[src/rtl/ctrl_pkg.sv]
// Shared encodings for the multi-cycle controller: FSM states, opcodes, condition
// codes, datapath select values and the data-processing command decoder.
package ctrl_pkg;

  localparam logic [3:0] FETCH  = 4'd0;
  localparam logic [3:0] DECODE = 4'd1;
  localparam logic [3:0] MEMADR = 4'd2;
  localparam logic [3:0] MEMRD  = 4'd3;
  localparam logic [3:0] MEMWB  = 4'd4;
  localparam logic [3:0] MEMWR  = 4'd5;
  localparam logic [3:0] EXECR  = 4'd6;
  localparam logic [3:0] EXECI  = 4'd7;
  localparam logic [3:0] ALUWB  = 4'd8;
  localparam logic [3:0] BRANCH = 4'd9;

  localparam logic [1:0] OP_DP    = 2'b00;
  localparam logic [1:0] OP_MEM   = 2'b01;
  localparam logic [1:0] OP_BR    = 2'b10;
  localparam logic [1:0] OP_UNDEF = 2'b11;

  localparam logic [3:0] COND_EQ = 4'h0, COND_NE = 4'h1, COND_CS = 4'h2, COND_CC = 4'h3;
  localparam logic [3:0] COND_MI = 4'h4, COND_PL = 4'h5, COND_VS = 4'h6, COND_VC = 4'h7;
  localparam logic [3:0] COND_HI = 4'h8, COND_LS = 4'h9, COND_GE = 4'hA, COND_LT = 4'hB;
  localparam logic [3:0] COND_GT = 4'hC, COND_LE = 4'hD, COND_AL = 4'hE, COND_NV = 4'hF;

  localparam logic [1:0] ALU_ADD = 2'b00;
  localparam logic [1:0] ALU_SUB = 2'b01;
  localparam logic [1:0] ALU_AND = 2'b10;
  localparam logic [1:0] ALU_ORR = 2'b11;

  localparam logic [1:0] RES_ALUOUT    = 2'b00;
  localparam logic [1:0] RES_DATA      = 2'b01;
  localparam logic [1:0] RES_ALURESULT = 2'b10;

  localparam logic [1:0] SRCB_WD   = 2'b00;
  localparam logic [1:0] SRCB_IMM  = 2'b01;
  localparam logic [1:0] SRCB_FOUR = 2'b10;

  typedef struct packed {
    logic [1:0] alu_ctl;
    logic       no_write;
  } cmd_dec_t;

  // CMP/TST compute like SUB/AND but only affect flags.
  function automatic cmd_dec_t decode_cmd(input logic [3:0] cmd);
    cmd_dec_t d;
    d.no_write = 1'b0;
    case (cmd)
      4'b0100: d.alu_ctl = ALU_ADD;
      4'b0010: d.alu_ctl = ALU_SUB;
      4'b0000: d.alu_ctl = ALU_AND;
      4'b1100: d.alu_ctl = ALU_ORR;
      4'b1010: begin d.alu_ctl = ALU_SUB; d.no_write = 1'b1; end
      4'b1000: begin d.alu_ctl = ALU_AND; d.no_write = 1'b1; end
      default: d.alu_ctl = ALU_ADD;
    endcase
    return d;
  endfunction

endpackage

[src/rtl/condlogic.sv]
// NZCV flag register and per-instruction condition-pass latch; the condition is
// evaluated once in DECODE against the flags as they stood before the instruction.
module condlogic
  import ctrl_pkg::*;
(
  input  logic       clk,
  input  logic       reset,
  input  logic [3:0] cond,
  input  logic [3:0] alu_flags,
  input  logic       sample_cond,
  input  logic       exec,
  input  logic       s_bit,
  input  logic       no_write,
  input  logic [1:0] alu_ctl,
  output logic [3:0] flags,
  output logic       cond_ok
);

  logic [3:0] flags_q, flags_d;
  logic       cond_ok_q, cond_ok_d;
  logic       nz_we, cv_we;

  function automatic logic condcheck(input logic [3:0] c, input logic [3:0] f);
    logic n, z, cf, v;
    {n, z, cf, v} = f;
    case (c)
      COND_EQ: condcheck = z;
      COND_NE: condcheck = ~z;
      COND_CS: condcheck = cf;
      COND_CC: condcheck = ~cf;
      COND_MI: condcheck = n;
      COND_PL: condcheck = ~n;
      COND_VS: condcheck = v;
      COND_VC: condcheck = ~v;
      COND_HI: condcheck = cf & ~z;
      COND_LS: condcheck = ~cf | z;
      COND_GE: condcheck = (n == v);
      COND_LT: condcheck = (n != v);
      COND_GT: condcheck = ~z & (n == v);
      COND_LE: condcheck = z | (n != v);
      COND_AL: condcheck = 1'b1;
      default: condcheck = 1'b0;
    endcase
  endfunction

  assign nz_we = exec & cond_ok_q & (s_bit | no_write);
  assign cv_we = nz_we & ((alu_ctl == ALU_ADD) | (alu_ctl == ALU_SUB));

  always_comb begin
    flags_d   = flags_q;
    cond_ok_d = cond_ok_q;
    if (nz_we) flags_d[3:2] = alu_flags[3:2];
    if (cv_we) flags_d[1:0] = alu_flags[1:0];
    if (sample_cond) cond_ok_d = condcheck(cond, flags_q);
  end

  always_ff @(posedge clk) begin
    if (reset) begin
      flags_q   <= 4'b0000;
      cond_ok_q <= 1'b0;
    end else begin
      flags_q   <= flags_d;
      cond_ok_q <= cond_ok_d;
    end
  end

  assign flags   = flags_q;
  assign cond_ok = cond_ok_q;

endmodule

[src/rtl/multicycle_controller.sv]
// Moore sequencer for the multi-cycle datapath: one micro-step per clock, with
// strobes gated by the instruction's condition and suppressed while in reset.
module multicycle_controller
  import ctrl_pkg::*;
#(
  parameter int STATE_W = 4
) (
  input  logic               clk,
  input  logic               reset,
  input  logic [19:0]        Instr,
  input  logic [3:0]         ALUFlags,
  output logic               PCWrite,
  output logic               AdrSrc,
  output logic               MemWrite,
  output logic               IRWrite,
  output logic               RegWrite,
  output logic [1:0]         RegSrc,
  output logic [1:0]         ImmSrc,
  output logic               ALUSrcA,
  output logic [1:0]         ALUSrcB,
  output logic [1:0]         ResultSrc,
  output logic [1:0]         ALUControl,
  output logic [3:0]         Flags,
  output logic [STATE_W-1:0] State
);

  logic [3:0] cond, rd;
  logic [1:0] op;
  logic [5:0] funct;
  logic       unused_rn;
  cmd_dec_t   cmd_dec;
  logic       cond_ok;

  logic [STATE_W-1:0] state_q, state_d, dec_state;
  logic pc_w, mem_w, ir_w, reg_w;

  assign cond      = Instr[19:16];
  assign op        = Instr[15:14];
  assign funct     = Instr[13:8];
  assign rd        = Instr[3:0];
  assign unused_rn = ^Instr[7:4];
  assign cmd_dec   = decode_cmd(funct[4:1]);

  always_comb begin
    state_d = FETCH;
    case (state_q)
      FETCH:  state_d = DECODE;
      DECODE: case (op)
                OP_DP:   state_d = funct[5] ? EXECI : EXECR;
                OP_MEM:  state_d = MEMADR;
                OP_BR:   state_d = BRANCH;
                default: state_d = FETCH;
              endcase
      MEMADR: state_d = funct[0] ? MEMRD : MEMWR;
      MEMRD:  state_d = MEMWB;
      EXECR, EXECI: state_d = ALUWB;
      default: state_d = FETCH;
    endcase
  end

  always_ff @(posedge clk) begin
    if (reset) state_q <= FETCH;
    else       state_q <= state_d;
  end

  // Selects show the FETCH decode during reset so the datapath sees a clean state.
  assign dec_state = reset ? FETCH : state_q;

  always_comb begin
    pc_w       = 1'b0;
    mem_w      = 1'b0;
    ir_w       = 1'b0;
    reg_w      = 1'b0;
    AdrSrc     = 1'b0;
    ALUSrcA    = 1'b0;
    ALUSrcB    = SRCB_WD;
    ResultSrc  = RES_ALUOUT;
    ALUControl = ALU_ADD;
    case (dec_state)
      FETCH: begin
        ir_w = 1'b1; pc_w = 1'b1;
        ALUSrcA = 1'b1; ALUSrcB = SRCB_FOUR; ResultSrc = RES_ALURESULT;
      end
      DECODE: begin
        ALUSrcA = 1'b1; ALUSrcB = SRCB_FOUR; ResultSrc = RES_ALURESULT;
      end
      MEMADR: begin
        ALUSrcB = SRCB_IMM;
        ALUControl = funct[3] ? ALU_ADD : ALU_SUB;
      end
      MEMRD: AdrSrc = 1'b1;
      MEMWR: begin AdrSrc = 1'b1; mem_w = cond_ok; end
      MEMWB: begin
        ResultSrc = RES_DATA;
        reg_w = cond_ok;
        pc_w  = cond_ok & (rd == 4'd15);
      end
      EXECR: ALUControl = cmd_dec.alu_ctl;
      EXECI: begin ALUSrcB = SRCB_IMM; ALUControl = cmd_dec.alu_ctl; end
      ALUWB: begin
        reg_w = cond_ok & ~cmd_dec.no_write;
        pc_w  = cond_ok & (rd == 4'd15) & ~cmd_dec.no_write;
      end
      BRANCH: begin
        ALUSrcB = SRCB_IMM; ResultSrc = RES_ALURESULT; pc_w = cond_ok;
      end
      default: ;
    endcase
  end

  assign PCWrite  = pc_w  & ~reset;
  assign MemWrite = mem_w & ~reset;
  assign IRWrite  = ir_w  & ~reset;
  assign RegWrite = reg_w & ~reset;
  assign ImmSrc   = op;
  assign RegSrc   = {op == OP_MEM, op == OP_BR};
  assign State    = state_q;

  condlogic u_condlogic (
    .clk         (clk),
    .reset       (reset),
    .cond        (cond),
    .alu_flags   (ALUFlags),
    .sample_cond (state_q == DECODE),
    .exec        ((state_q == EXECR) | (state_q == EXECI)),
    .s_bit       (funct[0]),
    .no_write    (cmd_dec.no_write),
    .alu_ctl     (cmd_dec.alu_ctl),
    .flags       (Flags),
    .cond_ok     (cond_ok)
  );

endmodule

[config.mk]
export PLATFORM = sky130hd
export DESIGN_NAME = multicycle_controller
export DESIGN_NICKNAME = d
export VERILOG_FILES = /design/src/rtl/ctrl_pkg.sv /design/src/rtl/condlogic.sv /design/src/rtl/multicycle_controller.sv
export SDC_FILE = /design/constraint.sdc
export NUM_CORES = 1
export LEC_CHECK = 0
export CAP_MARGIN = 20
export CORE_AREA = 2 2 50 52
export DETAILED_ROUTE_END_ITERATION = 7
export DIE_AREA = 0 0 52 54
export PLACE_DENSITY = 0.8
export SYNTH_ARGS = -nofsm -noshare
export SYNTH_HDL_FRONTEND = slang
export SYNTH_SLANG_ARGS = --single-unit
[constraint.sdc]
create_clock -name clk -period 3.2 [get_ports clk]
set_input_delay 0.32 -clock clk [delete_from_list [all_inputs] [get_ports clk]]
set_output_delay 0.32 -clock clk [all_outputs]
set_load 0.1 [all_outputs]
==> results of run 1 <==
## path summary, 6_finish.rpt
kind	end	slack, ns	start	depth (start not counted)
setup / recovery	ALUControl[0]	0.73	State[1]$_SDFF_PP0_	5
hold reg to reg	State[3]$_SDFF_PP0_	0.59	State[2]$_SDFF_PP0_	2
setup reg to reg	u_condlogic.flags[0]$_SDFFE_PP0P_	1.57	State[1]$_SDFF_PP0_	5
hold / removal	State[3]$_SDFF_PP0_	0.59	State[2]$_SDFF_PP0_	2
## cell type report
cell class	count	area [µm²]	share of cell area, %
Sequential cell	9	182.7	13.73
Tap cell	30	37.54	2.822
Clock buffer	3	22.52	1.693
Clock inverter	1	5.005	0.3763
Inverter	4	15.01	1.129
Multi-Input combinational cell	91	629.4	47.32
Timing Repair Buffer	46	437.9	32.93
## critical path, stage by stage, from the launching register on
cell,delay (ns)
sky130_fd_sc_hd__dfxtp_1,0.69
sky130_fd_sc_hd__nand2_1,0.14
sky130_fd_sc_hd__or2_2,0.34
sky130_fd_sc_hd__o32a_1,0.35
sky130_fd_sc_hd__nor2_2,0.08
sky130_fd_sc_hd__buf_4,0.29
## cells by family (layout without fill, tap and decap cells)
group / Yosys count / after routing / share of synthesized area, %
muxes: 8 / 8 / 9.426
AOI/OAI and AO/OA: 27 / 27 / 21.06
DFF: 9 / 9 / 21.21
buffers and inverters: 15 / 54 / 9.277
xor gates and xnor gates: 2 / 2 / 2.062
and+or+nand+nor: 54 / 54 / 36.97
## power by group through the flow
stage	sequential, mW	clock [mW]	combinational, mW
after floorplan	0.149	0	0.133
after global placement	0.134	0	0.209
after detailed placement	0.134	0	0.211
after CTS	0.132	0.0938	0.211
after global routing	0.133	0.100	0.221
final	0.132	0.0902	0.211
## flip-flops by register name, indices dropped and copies added, names as in the netlist
signal	count
State	4
u_condlogic.flags	4
u_condlogic.cond_ok	1
## layer usage
layer	global-route usage (%)	part of all wire [%]	wire length, µm
met5	0	0	0
met4	7.018	0.61	14
met3	6.944	9.3	216
met2	32.07	47	1092
met1	21.54	43	989
## placed cells by master, fill, tap and decap left out, types with 2 or more instances in the layout
cell / count
sky130_fd_sc_hd__a21oi_1: 5
sky130_fd_sc_hd__buf_12: 2
sky130_fd_sc_hd__buf_4: 17
sky130_fd_sc_hd__clkbuf_4: 3
sky130_fd_sc_hd__clkdlybuf4s50_1: 27
sky130_fd_sc_hd__dfxtp_1: 7
sky130_fd_sc_hd__dfxtp_2: 2
sky130_fd_sc_hd__inv_1: 4
sky130_fd_sc_hd__mux2i_1: 8
sky130_fd_sc_hd__nand2_1: 5
sky130_fd_sc_hd__nand2b_1: 7
sky130_fd_sc_hd__nand3_1: 3
sky130_fd_sc_hd__nor2_1: 12
sky130_fd_sc_hd__nor2b_1: 3
sky130_fd_sc_hd__nor3_1: 5
sky130_fd_sc_hd__nor3_2: 2
sky130_fd_sc_hd__nor3b_1: 2
sky130_fd_sc_hd__o2111ai_1: 2
sky130_fd_sc_hd__o21ai_0: 6
sky130_fd_sc_hd__o21ai_1: 2
sky130_fd_sc_hd__or2_2: 3
sky130_fd_sc_hd__xnor2_1: 2
## per-stage QoR
step	cell area (µm²)	setup WS, ns
6_report	1330	0.7322
5_1_grt	1330	0.5964
4_1_cts	1330	0.7295
3_5_place_dp	1303	1.025
3_3_place_gp	1303	1.041
2_1_floorplan	890.9	-0.3044
==> impl_summary.txt, run 1 <==
----------------------------------------------------
[Outcome]
  Run status ... finished, final reports clean

[Power and ir drop]
  Internal power summed over all cells ... 234.5 µW
  Clock share of power ... 20.8%
  Combinational cell fraction of total power ... 48.7%
  Power dissipated by switching net loads ... 198.3 µW
  Areal power density over the cells ... 325.4 nW/µm²
  Switching power as a share of total power ... a little under half
  Post-layout power ... 432.8 µW
  Worst-case vdd ir drop ... about 0.26 mV
  Sequential power share ... 30.5%
  Leakage power total ... 0.5183 nW

[CTS]
  Count of hold buffers inserted by post-cts repair ... 0
  Clk slew on worst S/H paths ... about 0.070 ns
  Clock tree root buffer cell ... sky130_fd_sc_hd__clkbuf_4
  Maximum level of the CTS H-tree ... 1
  Gates resized, CTS repair ... 0
  CTS Buf Count ... 3
  CTS max path bufs ... 2
  CTS sink cnt ... 9
  Clock latency reported for the late side of the worst-skew pair ... 0.27 ns
  Clock tree from TritonCTS ... done
  Post-CTS setup-driven buffer insertion count ... 0

[STA]
  Time the worst path needs with I/O delays and setup ... roughly 2.5 ns
  Slew at the pin with the worst max-slew slack ... 0.9651 ns
  Share of the cycle needed by the critical path after routing ... 77.12%
  Fmax ... 405.2 MHz
  Maximum clock skew at final layout ... around 0.011 ns
  Worst slew slack as a fraction of its limit ... approximately 35%
  Final setup fails ... 0
  RSZ-0062 raised after global routing ... false
  Number of pins exceeding their max-slew limit in the final report ... 0
  Worst hold slack ... 0.5901 ns
  Total Negative Setup Slacks ... 0 ns
  Final Hold Violating Endpoints ... 0

[Setup path]
  Launching element type of the critical path ... flop
  Data arrival time of the critical path ... 2.15 ns
  Data required, critical path ... roughly 2.9 ns
  Top fanout value on the critical path ... 16
  Critical path endpoint category ... output port
  Classification of the worst setup path ... flop to output port

[Detailed routing]
  Drt pass-1 iters ... 4
  Initial detailed-routing violation count ... 17
  Average routed wire per standard cell ... 12.57 µm
  Post-detailed-route DRC marker count ... 0
  Total detailed-routing wirelength ... 2.312 mm
  Vias ... between 900 and 1000
  Average via count per standard cell ... around 5.4
  Detail Route Antenna Nets ... 0

[Global routing]
  Initial antenna violation count ... 0
  Global-route usage over all layers ... 18.84%
  Via count of the first global-routing pass ... 913
  Global route overflow ... 0
  Largest net degree at the start of global routing ... 17
  Global-route wire length before repair ... about 3.9 mm

[Floorplan]
  Ports placed on the boundary ... 50
  Area of the die ... 2808 µm²
  Starting Density ... between 30 and 40%
  Core Rows ... 18
  Chip height ... 54 µm
  Core Area ... around 2300 µm²
  Die width ... 52 µm

[Yosys]
  Number of distinct library cell variants in the gate-level netlist after synthesis ... 42
  Per-instance average area after synthesis ... 7.388 µm²
  Post-synthesis async set-or-reset flop share ... 0%
  Part of the Yosys area used for sequential elements ... 21.21%
  Post-Synthesis Cell Area ... 849.6 µm²
  Synthesis-stage register bit count ... 9
  Number of instances in the synthesized netlist ... between 100 and 150
  Proportion of netlist area held by the largest area contributor ... around a fifth
  Synth area leader ... sky130_fd_sc_hd__dfxtp_1
  Dominant register cell in the synthesized netlist ... sky130_fd_sc_hd__dfxtp_1
  Most frequent cell after synthesis ... sky130_fd_sc_hd__nor2_1
  Top cells by instance count after synthesis ... sky130_fd_sc_hd__nor2_1, sky130_fd_sc_hd__dfxtp_1, sky130_fd_sc_hd__mux2i_1
  Cell types occupying the most area after synthesis ... sky130_fd_sc_hd__dfxtp_1, sky130_fd_sc_hd__mux2i_1, sky130_fd_sc_hd__nor2_1
  Warnings, synthesis ... 0
  Net count after synthesis ... 141
  Count of flip-flops with a built-in enable after synthesis ... 0

[Place]
  Placed insts ... 180
  Dpl hpwl ... 1.808 mm
  Number of input and output port buffers inserted ... 45
  Final weighted congestion in routability-driven placement ... 0.8011

[Layout]
  Area grow syn2layout ... 56.55%
  Final design utilization ... 57.34%
  Fill cell instance count of the final layout ... about 210
  Proportion of layout cells with a drive suffix above 1 ... 23.38%
  Filler-free cell count of the finished design ... between 150 and 200
  ANT cells ... 0
  Count of nets after finishing ... 181

[Flow run]
  Count of maximum capacitance violations ... 0

[Min path]
  Type of the worst min-delay path ... flop to flop

----------------------------------------------------
Note: power is estimated with default switching activity, not from simulation.
==> run 2, diff against run 1 <==
CORE_AREA = 2 2 51 53   (was 2 2 50 52)
DIE_AREA = 0 0 53 55   (was 0 0 52 54)
PLACE_DENSITY = 0.77   (was 0.8)
clock period = 2.6 ns   (was 3.2 ns; I/O delays follow)
==> run 2 against run 1 <==
Effect of this change: die area is 3.8% higher; critical path type unchanged; clock power is 16% higher; clock skew is 0.0080 ns lower; combinational power is 35% higher; largest power group unchanged.
==> impl_summary.txt, run 2 (synthesized netlist as in run 1, its figures left out) <==
----------------------------------------------------
[Outcome]
  Run status ... finished, final reports clean (unchanged)

[Detailed routing]
  Vias ... 989 (was 986)
  Drt pass-1 iters ... 4 (unchanged)
  Average via count per standard cell ... 5.375 (was 5.359)
  Detail Route Antenna Nets ... 0 (unchanged)
  Average routed wire per standard cell ... 13.22 µm (was 12.57 µm)
  Total detailed-routing wirelength ... 2.432 mm (was 2.312 mm)
  Post-detailed-route DRC marker count ... 0 (unchanged)
  Initial detailed-routing violation count ... 14 (was 17)

[CTS]
  Count of hold buffers inserted by post-cts repair ... 0 (unchanged)
  Clk slew on worst S/H paths ... 0.06 ns (was 0.07 ns)
  CTS sink cnt ... 9 (unchanged)
  CTS Buf Count ... 3 (unchanged)
  Clock tree root buffer cell ... sky130_fd_sc_hd__clkbuf_4 (unchanged)
  Clock latency reported for the late side of the worst-skew pair ... 0.25 ns (was 0.27 ns)
  Gates resized, CTS repair ... 0 (unchanged)
  CTS max path bufs ... 2 (unchanged)
  Post-CTS setup-driven buffer insertion count ... 0 (unchanged)
  Maximum level of the CTS H-tree ... 1 (unchanged)
  Clock tree from TritonCTS ... done (unchanged)

[Global routing]
  Via count of the first global-routing pass ... 915 (was 913)
  Global route overflow ... 0 (unchanged)
  Global-route wire length before repair ... 3.995 mm (was 3.905 mm)
  Largest net degree at the start of global routing ... 17 (unchanged)
  Initial antenna violation count ... 0 (unchanged)
  Global-route usage over all layers ... 18.04% (was 18.84%)

[Layout]
  ANT cells ... 0 (unchanged)
  Top library cells by usage in the layout, fill and taps aside ... sky130_fd_sc_hd__clkdlybuf4s50_1, sky130_fd_sc_hd__buf_4, sky130_fd_sc_hd__nor2_1, sky130_fd_sc_hd__buf_12, sky130_fd_sc_hd__mux2i_1 (was sky130_fd_sc_hd__clkdlybuf4s50_1, sky130_fd_sc_hd__buf_4, sky130_fd_sc_hd__nor2_1)
  Proportion of layout cells with a drive suffix above 1 ... 29.22% (was 23.38%)
  Area grow syn2layout ... 77.76% (was 56.55%)
  Final design utilization ... 63.86% (was 57.34%)
  Filler-free cell count of the finished design ... 184 (unchanged)
  Fill cell instance count of the final layout ... 212 (was 209)
  Count of nets after finishing ... 181 (unchanged)
  Most common cell after layout, fill and taps aside ... sky130_fd_sc_hd__clkdlybuf4s50_1 (unchanged)

[STA]
  Slew at the pin with the worst max-slew slack ... 0.5714 ns (was 0.9651 ns)
  Worst hold slack ... 0.5933 ns (was 0.5901 ns)
  Final setup fails ... 0 (unchanged)
  Maximum clock skew at final layout ... 0.003135 ns (was 0.01111 ns)
  Final Hold Violating Endpoints ... 0 (unchanged)
  Time the worst path needs with I/O delays and setup ... 2.173 ns
  Share of the cycle needed by the critical path after routing ... 83.58%
  Number of pins exceeding their max-slew limit in the final report ... 0 (unchanged)
  Worst slew slack as a fraction of its limit ... 61.85% (was 35.46%)
  RSZ-0062 raised after global routing ... false (unchanged)
  Fmax ... approximately 460 MHz

[Power and ir drop]
  Clock share of power ... 19.0% (was 20.8%)
  Sequential power share ... 29.6% (was 30.5%)
  Worst-case vdd ir drop ... 0.3913 mV (was 0.2580 mV)
  Internal power summed over all cells ... 307.5 µW (was 234.5 µW)
  Leakage power total ... 0.5849 nW (was 0.5183 nW)
  Switching power as a share of total power ... 44.42% (was 45.81%)
  Power dissipated by switching net loads ... 245.7 µW (was 198.3 µW)
  Combinational cell fraction of total power ... 51.4% (was 48.7%)
  Areal power density over the cells ... 366.3 nW/µm² (was 325.4 nW/µm²)

[Floorplan]
  Ports placed on the boundary ... 50 (unchanged)
  Core Area ... 2365 µm² (was 2320 µm²)
  Starting Density ... 35.93% (was 36.62%)
  Die width ... 53 µm (was 52 µm)
  Chip height ... 55 µm (was 54 µm)
  Area of the die ... 2915 µm² (was 2808 µm²)
  Core Rows ... 18 (unchanged)

[Setup path]
  Cell with the largest stage delay on the worst path ... sky130_fd_sc_hd__dfxtp_2 (was sky130_fd_sc_hd__dfxtp_1)
  Peak per-stage delay on the critical path ... 0.54 ns (was 0.69 ns)
  Launching element type of the critical path ... flop (unchanged)
  Critical path endpoint category ... output port (unchanged)
  Cell Chain, Critical Path ... nand2_1 -> or2_2 -> o32a_1 -> nor2_2 -> buf_12 (was nand2_1 -> or2_2 -> o32a_1 -> nor2_2 -> buf_4)
  Kind of cell adding the most delay to the critical path ... simple AND/OR/NAND/NOR gates (was flip-flops)
  Top fanout value on the critical path ... 16 (unchanged)
  Data required, critical path ... 2.34 ns (was 2.88 ns)
  Classification of the worst setup path ... flop to output port (unchanged)
  Data arrival time of the critical path ... 1.91 ns (was 2.15 ns)
  Critical path buffers and inverters ... 1 (unchanged)

[Place]
  Dpl hpwl ... 1.942 mm (was 1.808 mm)
  Number of input and output port buffers inserted ... 45 (unchanged)
  Placed insts ... 180 (unchanged)
  Final weighted congestion in routability-driven placement ... 0.8639 (was 0.8011)

[Flow run]
  Count of maximum capacitance violations ... 0 (unchanged)

[Min path]
  Type of the worst min-delay path ... flop to flop (unchanged)

----------------------------------------------------
run 2: cell count changes in the layout (fill, tap and decap cells not counted), sizes merged:
cell           previous run  this run
clkbuf                    3         4
clkdlybuf4s50            27        21
buf                      19        25
clkinv                    1         0
run 2: power groups by stage:
stage	clock network (mW)	logic (mW)	registers, mW
6_report	0.105	0.284	0.164
3_3_place_gp	0	0.281	0.167
4_1_cts	0.109	0.286	0.164
2_1_floorplan	0	0.175	0.183
3_5_place_dp	0	0.285	0.167
5_1_grt	0.120	0.297	0.167
run 2: path summary, 6_finish.rpt:
kind                                          start                                to  slack [ns]  cells after the start
setup / recovery                State[1]$_SDFF_PP0_                     ALUControl[0]        0.43                      5
hold / removal                  State[3]$_SDFF_PP0_               State[3]$_SDFF_PP0_        0.59                      1
setup reg to reg  u_condlogic.flags[0]$_SDFFE_PP0P_  u_condlogic.cond_ok$_SDFFE_PP0P_        1.13                      5
hold reg to reg                 State[3]$_SDFF_PP0_               State[3]$_SDFF_PP0_        0.59                      1
run 2: layer usage:
metal	up-vias	global-route usage, %	part of all wire (%)
met1	453	22.55	43
met5	-	0	0
met4	0	3.846	0.58
met2	34	32.50	50
met3	2	3.226	6.7
li1	500	-	-
run 2: cell type report:
type                            instances  area (µm²)  share of cell area (%)
Clock buffer                            4       26.28                   1.740
Inverter                                4       15.01                  0.9942
Multi-Input combinational cell         91       694.4                   45.98
Tap cell                               30       37.54                   2.485
Sequential cell                         9       188.9                   12.51
Timing Repair Buffer                   46       548.0                   36.29
run 2: per-stage QoR:
step | TNS (ns) | worst slack, ns | area, µm² | total power, mW
2_1_floorplan | -0.2414 | -0.1576 | 968.4 | 0.3585
3_3_place_gp | 0 | 0.5349 | 1484 | 0.4485
3_5_place_dp | 0 | 0.5112 | 1484 | 0.4524
4_1_cts | 0 | 0.4062 | 1510 | 0.5586
5_1_grt | 0 | 0.3233 | 1510 | 0.5831
6_report | 0 | 0.4269 | 1510 | 0.5532
==> run 3, diff against run 2 <==
clock period = 2.1 ns   (was 2.6 ns; I/O delays follow)
==> run 3 against run 2 <==
Effect of this change: register-to-register slack worse by 0.55 ns; largest power group unchanged; worst setup slack worse by 0.32 ns; sequential cell count unchanged; largest cell class unchanged; critical path depth is the same; cell area up 5.6%.
==> impl_summary.txt, run 3 (synthesized netlist as in run 1, its figures left out) <==
----------------------------------------------------
[CTS]
  Clock tree root buffer cell ... sky130_fd_sc_hd__clkbuf_4 (unchanged)
  Clock latency reported for the late side of the worst-skew pair ... 0.25 ns (about the same)
  CTS max path bufs ... 2 (unchanged)
  Gates resized, CTS repair ... 0 (unchanged)
  CTS Buf Count ... 3 (unchanged)
  Post-CTS setup-driven buffer insertion count ... 0 (unchanged)
  Count of hold buffers inserted by post-cts repair ... 0 (unchanged)
  Clock tree from TritonCTS ... done (unchanged)
  Maximum level of the CTS H-tree ... 1 (unchanged)
  CTS sink cnt ... 9 (unchanged)
  Clk slew on worst S/H paths ... 0.06 ns (about the same)

[Power and ir drop]
  Leakage power total ... 0.6128 nW (was 0.5849 nW)
  Worst-case vdd ir drop ... 0.3578 mV (was 0.3913 mV)
  Areal power density over the cells ... 442.1 nW/µm² (was 366.3 nW/µm²)

[Setup path]
  Endpoint of the worst register-to-register path ... u_condlogic.cond_ok$_SDFFE_PP0P_ (unchanged)
  Classification of the worst setup path ... flop to output port (unchanged)
  Top fanout value on the critical path ... 16 (unchanged)
  Depth of the most critical reg-to-reg path ... 5 (unchanged)
  FF-to-FF Start ... u_condlogic.flags[0]$_SDFFE_PP0P_ (unchanged)
  Launching element type of the critical path ... flop (unchanged)
  Data arrival time of the critical path ... 1.78 ns (was 1.91 ns)
  Worst reg-to-reg setup slack ... 0.58 ns (was 1.13 ns)
  Data required, critical path ... 1.89 ns (was 2.34 ns)
  Critical path endpoint category ... output port (unchanged)

[Global routing]
  Via count of the first global-routing pass ... 1009 (was 915)
  Global-route wire length before repair ... 4.471 mm (was 3.995 mm)
  Largest net degree at the start of global routing ... 17 (unchanged)
  Global-route usage over all layers ... 20.56% (was 18.04%)
  Global route overflow ... 0 (unchanged)
  Initial antenna violation count ... 0 (unchanged)

[STA]
  Worst hold slack ... 0.5722 ns (was 0.5933 ns)
  Fmax ... 502.4 MHz
  Final Hold Violating Endpoints ... 0 (unchanged)
  Number of pins exceeding their max-slew limit in the final report ... 0 (unchanged)
  Time the worst path needs with I/O delays and setup ... 1.991 ns
  Maximum clock skew at final layout ... 0.006273 ns (was 0.003135 ns)
  Worst slew slack as a fraction of its limit ... 68.82% (was 61.85%)
  Share of the cycle needed by the critical path after routing ... 94.79%
  RSZ-0062 raised after global routing ... false (unchanged)
  Final setup fails ... 0 (unchanged)
  Slew at the pin with the worst max-slew slack ... 0.4628 ns (was 0.5714 ns)

[Min path]
  Type of the worst min-delay path ... input port to flop (was flop to flop)
  Number of cells on the worst hold path ... 3 (was 1)
  Hold path startpoint ... ALUFlags[0] (was State[3]$_SDFF_PP0_)
  Endpoint of the worst hold-timing path ... u_condlogic.flags[0]$_SDFFE_PP0P_ (was State[3]$_SDFF_PP0_)

[Layout]
  Top library cells by usage in the layout, fill and taps aside ... sky130_fd_sc_hd__clkdlybuf4s50_1, sky130_fd_sc_hd__buf_12, sky130_fd_sc_hd__nor2_1 (was sky130_fd_sc_hd__clkdlybuf4s50_1, sky130_fd_sc_hd__buf_4, sky130_fd_sc_hd__nor2_1, sky130_fd_sc_hd__buf_12, sky130_fd_sc_hd__mux2i_1)
  Most common cell after layout, fill and taps aside ... sky130_fd_sc_hd__clkdlybuf4s50_1 (unchanged)
  Count of nets after finishing ... 183 (was 181)
  ANT cells ... 0 (unchanged)
  Area grow syn2layout ... 87.63% (was 77.76%)
  Proportion of layout cells with a drive suffix above 1 ... 31.41% (was 29.22%)
  Combined area of the multi-input logic cells ... 709.4 µm² (was 694.4 µm²)
  Fill cell instance count of the final layout ... 199 (was 212)
  Sequential standard cell area ... 192.7 µm² (was 188.9 µm²)
  Filler-free cell count of the finished design ... 186 (was 184)

[Place]
  Dpl hpwl ... 2.120 mm (was 1.942 mm)
  Placed insts ... 182 (was 180)
  Final weighted congestion in routability-driven placement ... 0.7462 (was 0.8639)
  Number of input and output port buffers inserted ... 45 (unchanged)

[Flow run]
  Count of maximum capacitance violations ... 0 (unchanged)

[Floorplan]
  Chip height ... 55 µm (unchanged)
  Starting Density ... 35.93% (unchanged)
  Area of the die ... 2915 µm² (unchanged)
  Core Rows ... 18 (unchanged)
  Core Area ... 2365 µm² (unchanged)
  Ports placed on the boundary ... 50 (unchanged)
  Die width ... 53 µm (unchanged)

[Detailed routing]
  Drt pass-1 iters ... 4 (unchanged)
  Vias ... 1017 (was 989)
  Post-detailed-route DRC marker count ... 0 (unchanged)
  Initial detailed-routing violation count ... 10 (was 14)
  Average routed wire per standard cell ... 14.00 µm (was 13.22 µm)
  Detail Route Antenna Nets ... 0 (unchanged)
  Total detailed-routing wirelength ... 2.604 mm (was 2.432 mm)
  Average via count per standard cell ... 5.468 (was 5.375)

[Outcome]
  Run status ... finished, final reports clean (unchanged)

----------------------------------------------------
run 3: where the power goes:
part | switching (mW) | internal [mW] | total [mW]
registers | 0.0274 | 0.177 | 0.204
clock network | 0.0557 | 0.0729 | 0.129
logic | 0.227 | 0.145 | 0.372
total | 0.310 | 0.395 | 0.705
run 3: worst max path at each step:
stage	slack, ns	depth (start not counted)	endpoint	startpoint
finish	0.11	5	ALUControl[0]	State[1]$_SDFF_PP0_
global route	0.02	7	ALUControl[0]	Instr[11]
CTS	0.09	5	ALUControl[0]	State[1]$_SDFF_PP0_
detailed placement	0.18	6	PCWrite	Instr[12]
global placement	0.20	6	PCWrite	Instr[12]
floorplan	-0.53	5	PCWrite	State[2]$_SDFF_PP0_
run 3: critical path, cell delays in order, from the launching register on:
cell and delay (ns):
sky130_fd_sc_hd__dfxtp_4 0.47, sky130_fd_sc_hd__nand2_1 0.10, sky130_fd_sc_hd__or2_4 0.26, sky130_fd_sc_hd__o32a_1 0.39
sky130_fd_sc_hd__nor2_4 0.13, sky130_fd_sc_hd__buf_12 0.18
run 3: final cells by class:
class	count	share of cell area (%)
multi-input cells	91	44.51
repair buffers	48	38.46
flip-flops and latches	9	12.09
well taps	30	2.355
clock buffers	4	1.648
inverters	4	0.9419
run 3: per-layer routing:
metal	global-route usage (%)	wire length, µm	vias up
met1	23.86	1082	465
met5	0	0	-
li1	-	-	512
met2	38.33	1320	38
met3	5.376	187	2
met4	3.846	12	0
run 3: metrics by stage:
step                      power, mW  worst slack [ns]  cell area (µm²)  setup TNS [ns]  utilization [%]
final                        0.7047            0.1095             1594               0            67.41
after global routing         0.7400           0.02075             1594               0            67.41
after CTS                    0.7123           0.09415             1594               0            67.41
after detailed placement     0.5814            0.1829             1568               0            66.30
after global placement       0.5748            0.2047             1568               0            66.30
after floorplan              0.4480           -0.5338            987.2         -0.9202                -
==> RTL edit, RTL diff (config.mk and constraints of run 2) <==
Make the reset (`reset`) asynchronous in 2 clocked blocks.
--- a/src/rtl/condlogic.sv
+++ b/src/rtl/condlogic.sv
@@ -54,7 +54,7 @@
     if (sample_cond) cond_ok_d = condcheck(cond, flags_q);
   end
 
-  always_ff @(posedge clk) begin
+  always_ff @(posedge clk or posedge reset) begin
     if (reset) begin
       flags_q   <= 4'b0000;
       cond_ok_q <= 1'b0;
--- a/src/rtl/multicycle_controller.sv
+++ b/src/rtl/multicycle_controller.sv
@@ -58,7 +58,7 @@
     endcase
   end
 
-  always_ff @(posedge clk) begin
+  always_ff @(posedge clk or posedge reset) begin
     if (reset) state_q <= FETCH;
     else       state_q <= state_d;
   end
Function: differs if reset is asserted again (counterexample within 4 cycles, from zero or initial values and one cycle with reset high); with reset held inactive, the same outputs for 10 cycles.
==> RTL edit against run 2 <==
Clock skew fell by 0.0011 ns. Via count fell by 4.2%. Worst setup slack got worse by 0.14 ns. Sequential cell count did not move. Synthesized area rose by 1.0%. Synthesized cell count fell by 11%. Final area rose by 1.8%. Wire length rose by 0.29%. Largest cell class unchanged.
Power is left out: it rests on default switching activity, and per cell area and clock period it moved more than threefold.
==> RTL edit: results (changes against run 2) <==
[run_status]
run_status=complete, no violations

[global_routing]
antenna_found_initial=0  ; unchanged
grt_start_max_net_pins=16  ; -1
grt_pass1_wl_um=4040  ; +1.2%
grt_use_total_pct=18.8  ; +0.72 points
grt_pass1_vias=904  ; -1.2%

[place]
gp_congestion=0.749  ; -13%
pre_cts_slack_ns=0.480  ; -0.0313 ns
dpl.hpwl_um=1970  ; +1.5%
portBuffers=45  ; unchanged

[setup_path]
arrival_ns=2.05  ; +0.14 ns
cp-startpoint=State[1]
reg2reg_setup_slack_ns=1.00  ; -0.13 ns
r2r_end=u_condlogic.flags[0]
cp_max_fo=15  ; -1
crit_end=PCWrite
timing.rr.start=State[3]
reg2reg_depth=4  ; -1

[route]
drt_wl_total_um=2440  ; +0.29%
vias=947  ; -4.2%
firstDrtPassIters=4  ; unchanged
drt_iter0_drc=27  ; +13

[hold_path]
hold_path_class=input pin to async pin

[logic_synthesis]
ys_top_cells_by_area=dfrtp_1 26%, xnor2_1 5.1%, nor2b_1 4.4%, a21oi_1 4.1%, o21ai_0 4.1%
synth_cell_types=39  ; -7.1%
async_flop_share_pct=100  ; +100 points
synth_common_cells=9 x dfrtp_1, 7 x a21oi_1, 7 x nor2_1, 7 x o21ai_0, 6 x nor2b_1
synth_seq_area_share_pct=26.2  ; +5.0 points
synth_fp_nets=128  ; -9.2%
yosysWarnings=0  ; unchanged

[cts]
cts_buffers=3  ; unchanged
cts.htree.levels=1  ; unchanged
clk_latency_ns=0.27  ; +0.02 ns
clockRootBuffer=clkbuf_4
clkTransAtPathRegs_ns=0.06  ; about the same
post_cts_buffers=0  ; unchanged
cts_resized=0  ; unchanged
cts_buffer_depth=2  ; unchanged

[finish]
final_layout_size_suffix_gt1_share_pct=34.7  ; +5.5 points
antenna_cells=0  ; unchanged
final_nets=174  ; -3.9%

[timing]
fin_skew_ns=0.00205  ; -0.00109 ns
period_needed_ns=2.31  ; +0.138 ns
worstMarginPinSlew_ns=0.417  ; -0.154 ns

[RTL edit: cell types whose count changed after synthesis, sizes merged, moves of 3 or more]
| cell | before | now |
|---|---|---|
| dfrtp | 0 | 9 |
| dfxtp | 9 | 0 |
| mux2i | 8 | 0 |
| clkbuf | 5 | 0 |
| nor2 | 13 | 8 |
| mux2 | 0 | 4 |
| nand3 | 3 | 0 |
| nor2b | 3 | 6 |
| nor3 | 7 | 4 |
| o21ai | 8 | 11 |
| xnor2 | 2 | 5 |
[RTL edit: worst max-delay path, cell delays in order, from the launching register on]
cell,delay [ns]
dfrtp_2,0.52
nand2b_1,0.31
or3_1,0.47
o21ai_1,0.13
a31o_4,0.18
buf_12,0.16
[RTL edit: layout make-up]
type                       count  area [µm²]
tap                           30        37.5
fill                         194         827
timing repair buffer          48         563
sequential                     9         229
multi-input combinational     83         671
clock buffer                   4        26.3
inverter                       3        11.3
[RTL edit: per-layer routing]
metal / routed length, µm / global-route usage, % / vias to the layer above
met1: 951 / 20.9 / 450
met5: 0 / 0 / -
met4: 24 / 5.13 / 0
met2: 1330 / 36.9 / 35
met3: 134 / 2.96 / 2
li1: - / - / 460
[RTL edit: per-stage QoR]
stage	hold slack (ns)	utilization, %	cells	cell area, µm²
after floorplan	0.156	-	102	960
after global placement	0.514	63.9	173	1510
after detailed placement	0.526	63.9	173	1510
after CTS	0.506	65.0	177	1540
after global routing	0.530	65.0	177	1540
final	0.496	65.0	177	1540
[RTL edit: cells by family (layout without fill, tap and decap cells)]
group                  count (synthesis)  after routing  synth area share [%]
AO/OA/AOI/OAI                         28             28                  21.4
XOR/XNOR                               6              6                  6.12
buffers and inverters                 10             55                  7.00
flip-flops                             9              9                  26.2
multiplexers                           4              4                  6.12
AND/OR/NAND/NOR                       45             45                  33.1
